$ cat config.mk
export PLATFORM = sky130hd
export DESIGN_NAME = evt_batcher
export DESIGN_NICKNAME = d
export VERILOG_FILES = /design/src/rtl/evt_batcher.sv
export SDC_FILE = /design/constraint.sdc
export NUM_CORES = 1
export LEC_CHECK = 0
export BUFFER_PORTS_ARGS = -buffer_cell sky130_fd_sc_hd__buf_2
export CORE_UTILIZATION = 53
export CTS_BUF_LIST = sky130_fd_sc_hd__clkbuf_8
export DETAILED_ROUTE_END_ITERATION = 16
export PLACE_DENSITY_LB_ADDON = 0.2
export SYNTH_ARGS = -nofsm -noshare
export SYNTH_HDL_FRONTEND = slang
export SYNTH_SLANG_ARGS = --single-unit
$ cat constraint.sdc
create_clock -name dst_clk -period 2.35 [get_ports dst_clk]
set_clock_uncertainty 0.2 [all_clocks]
set_input_delay 0.235 -clock dst_clk [delete_from_list [all_inputs] [get_ports dst_clk]]
set_output_delay 0.235 -clock dst_clk [all_outputs]
set_load 0.01 [all_outputs]
$ cat src/rtl/evt_batcher.sv
// Coalesces single-cycle event pulses into counted batches offered over valid/ready.
// Optional sticky overflow flag is built when EVT_BATCHER_OVF_EN is defined.
module evt_batcher #(
    parameter int CNT_W   = 8,
    parameter int HOLDOFF = 4
) (
    input  logic             dst_clk,
    input  logic             dst_rst_n,
    input  logic             evt_in,
    output logic             out_valid,
    input  logic             out_ready,
    output logic [CNT_W-1:0] out_count,
    output logic             ovf,
    input  logic             ovf_clr
);

    localparam logic [CNT_W-1:0] ACC_MAX   = '1;
    localparam logic [7:0]       HOLD_INIT = 8'(HOLDOFF);

    typedef enum logic [1:0] {IDLE, ACCUM, OFFER} state_t;

    state_t           state;
    logic [CNT_W-1:0] acc;
    logic [7:0]       timer;
    logic             acc_sat;
    logic [CNT_W-1:0] acc_next;

    function automatic logic [CNT_W-1:0] sat_add(input logic [CNT_W-1:0] a, input logic inc);
        if (inc && (a != ACC_MAX))
            return a + CNT_W'(1);
        return a;
    endfunction

    assign acc_sat  = (acc == ACC_MAX);
    assign acc_next = sat_add(acc, evt_in);

    always_ff @(posedge dst_clk or negedge dst_rst_n) begin
        if (!dst_rst_n) begin
            state     <= IDLE;
            acc       <= '0;
            timer     <= '0;
            out_valid <= 1'b0;
            out_count <= '0;
        end else begin
            case (state)
                IDLE: begin
                    if (evt_in) begin
                        state <= ACCUM;
                        acc   <= CNT_W'(1);
                        timer <= HOLD_INIT;
                    end
                end
                ACCUM: begin
                    // An event on the closing edge still belongs to this batch.
                    if (timer == 8'd0 || acc_sat) begin
                        state     <= OFFER;
                        out_count <= acc_next;
                        acc       <= '0;
                        out_valid <= 1'b1;
                    end else begin
                        acc   <= acc_next;
                        timer <= timer - 8'd1;
                    end
                end
                OFFER: begin
                    // Events arriving while offered build the shadow batch.
                    acc <= acc_next;
                    if (out_ready) begin
                        out_valid <= 1'b0;
                        if (acc_next != '0) begin
                            state <= ACCUM;
                            timer <= HOLD_INIT;
                        end else begin
                            state <= IDLE;
                        end
                    end
                end
                default: begin
                    state     <= IDLE;
                    acc       <= '0;
                    out_valid <= 1'b0;
                end
            endcase
        end
    end

`ifdef EVT_BATCHER_OVF_EN
    logic evt_lost;
    assign evt_lost = evt_in && acc_sat;

    // A loss in the same cycle as a clear keeps the flag set.
    always_ff @(posedge dst_clk or negedge dst_rst_n) begin
        if (!dst_rst_n)
            ovf <= 1'b0;
        else if (evt_lost)
            ovf <= 1'b1;
        else if (ovf_clr)
            ovf <= 1'b0;
    end
`else
    logic unused_ovf_clr;
    assign unused_ovf_clr = ovf_clr;
    assign ovf            = 1'b0;
`endif

endmodule

==> After elaboration in Yosys (flattened, before gate mapping) <==
Cells that the tools add are included.
{ "classes": {"shifts": 0, "magnitude_cmp": 0, "reduce_logical": 10, "eq_ne": 9, "n_mul": 0, "n_mux": 19, "div": 0, "bitwise": 1, "addsub": 2} }
{ "op_table": {"columns": ["cell", "n"], "rows": [
  ["2-to-1 mux 8 bit", 8],
  ["case mux 8 bit (3 select lines)", 2],
  ["inequality test 2 bit, second input constant", 5],
  ["adder 8 x 1 -> 8 bit, second input constant", 1],
  ["equality test 8 bit, second input constant", 1],
  ["logical NOT 8 bit", 1],
  ["inequality test 8 bit, second input constant", 1],
  ["nonzero test 8 bit", 1],
  ["subtractor 8 x 1 -> 8 bit, second input constant", 1],
  ["2-to-1 mux 2 bit", 3],
  ["case mux 2 bit (3 select lines)", 1],
  ["AND reduction 3 bit", 2],
  ["AND reduction 5 bit", 1],
  ["2-to-1 mux 1 bit", 4],
  ["case mux 1 bit (3 select lines)", 1],
  ["nonzero test 3 bit", 1],
  ["equality test 2 x 1 -> 1 bit, second input constant", 1],
  ["equality test 2 bit, second input constant", 1],
  ["logical NOT 2 bit", 1],
  ["AND reduction 2 bit", 1],
  ["logical AND 1 bit", 1],
  ["logical OR 1 bit", 1],
  ["NOT 1 bit", 1]
]} }
{ "word_totals": {"memories": 0, "inputBits": 5, "latchBits": 0, "ram_bits": 0, "reg_bits": 27, "romBits": 0} }

==> Logic depth before layout (Yosys ltp) <==
{ "logic_depth": {"ltp_word": 8, "depth_mapped": 9, "depth_no_buf": 8} }

==> Worst setup path after synthesis <==
OpenSTA, ideal clock, no wires.
{ "synth_path": {"path_kind": "register -> register", "start": "reg acc[1]", "end": "reg timer[1]", "t_required_ns": 2.025, "synth_period_minus_slack_ns": 2.340, "setup_ns": 0.125, "n_path_buf": 1, "arrival_ns": 2.014, "path_slack_ns": 0.010, "stages_incl_launch_ff": 9, "cell_sequence": "dfrtp_1 ha_1 and3_1 buf_6 a21o_1 a222oi_1 nand4_2 nand2_2 mux2_4"} }
{ "synth_between": {"elab_chain_cells": 7, "word_cells_on_any_way": 12, "classes_between": "add/sub: 1; eq/ne: 4; mux: 3; reduce/logical: 4"} }
{ "synth_rtl": {"columns": ["element", "line", "rtl"], "rows": [
  ["from (decl)", "23", "logic [CNT_W-1:0] acc;"],
  ["from (signal assigned)", "61", "acc <= acc_next;"],
  ["from (signal assigned)", "67", "acc <= acc_next;"],
  ["branches (longest 6 deep; another with adder 8 x 1 -> 8 bit)", null, null],
  ["AND reduction 5 bit (no line) *", null, null],
  ["to (signal assigned)", "62", "timer <= timer - 8'd1;"],
  ["to (decl)", "24", "logic [7:0] timer;"]
]} }
Every way passes the cells marked *. The select of a mux whose other input is x is not followed.
A chain may end at the register's enable or synchronous reset.

==> Final worst setup path <==
{ "layout_path": {"start": "reg timer[0]", "end": "reg timer[1]"} }
{ "layout_between": {"elab_chain_cells": 4, "word_cells_on_any_way": 7, "classes_between": "add/sub: 1; eq/ne: 1; mux: 2; reduce/logical: 3"} }
{ "layout_rtl": {"columns": ["element"], "rows": [
  ["branches (longest 4 deep; another with subtractor 8 x 1 -> 8 bit)"]
]} }
Parallel ways; which one is timed is not known. The select of a mux whose other input is x is not followed.

==> metrics <==
worst vdd ir=941 uV; max-cap viol count=0; class of the most critical hold timing path=in2reg; I/O Pins=15; share of layout cells above drive strength 1=0.281; Die X=56.5 um; ys async rst share=1.00; GR Util met2=0.382; Post-Syn Nets=173; Sink Count=27; GRT Residual Overflow=0; Ant. Diodes=0; Slew HR=0.605; Post-Route WL=3.21 mm; Post-synth EDFFs=0; setup slack after layout=56.7 ps; CP required=2310 ps; gpl congestion=0.941; Setup Viol. Count Final=0; vias in the first global route=1179; Avg WL per Cell=14.4 um; DR vias/cell=5.77; Skew-Pair Late Insertion Delay=270 ps; Vias=1286; post-synthesis sequential area ratio=0.429; outcome=completed; area share of the largest cell type after synthesis=0.429; post-route insts no fill=223; GR Util met3=0.0300; CTS max path bufs=2; 1st-pass router iterations=4; Die Y=56.5 um; count leader, synth=dfrtp_1; largest net degree at the start of global routing=28; CP max FO=4; Ys Warns=0; Synth Cell Area=0.00157 mm^2; fin crit period=2290 ps; leakage=0.880 nW; DRT iter0 DRCs=38; busiest metal layer after global routing=met2; Area contributors post-synth=dfrtp_1, nand2_1, o21ai_0; P&R area growth vs syn=18.4%; cell taking the most area after synthesis=dfrtp_1; initial antenna violation count=0; setup TNS=0 ps; PortBufs=12; Worst-Margin Slew=592 ps; fin crit share=0.976; global routing usage on met1=0.252; CP startpoint kind=flop; Synth top cells by count=dfrtp_1, nand2_1, nor2_1; CTS tree=yes; Arr. time, crit path=2250 ps; # DRC=0; Top FF cell, synth=dfrtp_1; placed cell count=214; Hold Fails Final Rpt=0; Rows=19; Power Dens Cells=1130 mW/mm^2; CTS Root Cell=clkbuf_8; #FFs+latches synth=27; Critical Path Sink Type=flop; Crit Path Class=reg2reg; Achievable Freq=0.436 GHz; pre-CTS setup slack=45.1 ps; Slew Limit Fails=0; multi-input logic area=856 um^2; first-pass GRT wire length=5.26 mm; Clk pin slew, worst setup/hold paths=90 ps; Final HPWL DP=2.30 mm; Num CTS Buffers=3; CTS H-tree depth=1; fill cell count=236; nets=200; die area=0.00319 mm^2; gr usage total=0.212; core footprint=0.00278 mm^2; Syn Area/Cell=9.48 um^2; initial core utilization=0.566; register cell area after layout=676 um^2; Synth Instances=166; post-synthesis cell type count=48; Final ANT Viol Nets=0
per-layer routing:
layer | share of wire | vias up
met5 | 0 | -
met1 | 0.44 | 612
met3 | 0.023 | 2
li1 | - | 652
met4 | 0.0090 | 0
met2 | 0.52 | 20
layout make-up:
type | count | share of cell area
well taps | 31 | 0.0208
multi-input cells | 124 | 0.459
clock buffers | 3 | 0.0221
inverters | 4 | 0.00805
flip-flops and latches | 27 | 0.362
clock inverters | 1 | 0.00201
repair buffers | 33 | 0.126
state kept, by name (all words and copies together) (netlist names):
signal / count
out_count: 8
state: 2
acc: 8
out_valid: 1
timer: 8
critical path, stage by stage, from the launching register on:
cell and delay (ps):
dfrtp_1 420, inv_2 80, ha_4 120, or3b_4 390, nor3_4 200, a21o_1 170
buf_6 120, o22ai_4 80, nand2_2 110, mux2_4 290
report_power, final:
part | leakage (nW) | switching (mW) | internal (mW)
Clock | 0.0269 | 0.138 | 0.117
Sequential | 0.344 | 0.144 | 0.626
Combinational | 0.509 | 0.536 | 0.549
Total | 0.880 | 0.818 | 1.29
layout by cell type (no fill, tap or decap), drive strengths merged, types with 3 or more instances in the layout:
| master | netlist | layout |
|---|---|---|
| mux2i | 4 | 4 |
| a21oi | 7 | 7 |
| nand3 | 3 | 3 |
| mux2 | 4 | 4 |
| and3 | 4 | 4 |
| inv | 4 | 5 |
| nand4 | 5 | 5 |
| buf | 6 | 31 |
| nand2b | 4 | 4 |
| o21ai | 14 | 14 |
| and2 | 3 | 3 |
| nor2 | 11 | 11 |
| a22o | 4 | 4 |
| clkbuf | 5 | 3 |
| nor3 | 7 | 7 |
| dfrtp | 27 | 27 |
| nand2 | 18 | 18 |
| a21o | 5 | 5 |
repair_timing:
action                                 CTS  global route
hold buffers                             2             0
setup endpoints to repair                0            17
gates resized for setup                  0            16
setup buffers                            0             3
endpoints found under the hold margin   28             0
final timing paths:
| kind | start | endpoint | slack [ps] | depth (start not counted) |
|---|---|---|---|---|
| worst max-delay path | timer[0]$_DFFE_PN0P_ | timer[1]$_DFFE_PN0P_ | 60 | 9 |
| worst min-delay path | evt_in | acc[0]$_DFFE_PN0N_ | 170 | 2 |
| worst max register to register | timer[0]$_DFFE_PN0P_ | timer[1]$_DFFE_PN0P_ | 60 | 9 |
| worst min register to register | out_count[2]$_DFFE_PN0P_ | out_count[2]$_DFFE_PN0P_ | 280 | 2 |
| max in group asynchronous | dst_rst_n | acc[2]$_DFFE_PN0N_ | 1270 | 2 |
| min in group asynchronous | dst_rst_n | out_count[4]$_DFFE_PN0P_ | 290 | 2 |
cell families after synthesis:
group	count (synthesis)	share of synthesized area
muxes	8	0.0564
AOI/OAI and AO/OA	47	0.207
xor gates and xnor gates	3	0.0167
DFF	27	0.429
adders and majority gates	2	0.0159
and+or+nand+nor	63	0.213
buffers and inverters	15	0.0596
other	1	0.00238
through the flow:
| step | power (mW) | utilization | instance area [um^2] | hold slack, ps |
|---|---|---|---|---|
| 2_1_floorplan | 1.44 | - | 1570 | -261 |
| 3_3_place_gp | 1.70 | 0.616 | 1710 | 69.7 |
| 3_5_place_dp | 1.74 | 0.616 | 1710 | 77.8 |
| 4_1_cts | 2.00 | 0.640 | 1780 | 147 |
| 5_1_grt | 2.27 | 0.670 | 1860 | 174 |
| 6_report | 2.11 | 0.670 | 1860 | 173 |
No activity file was read; power rests on OpenSTA's default activity.
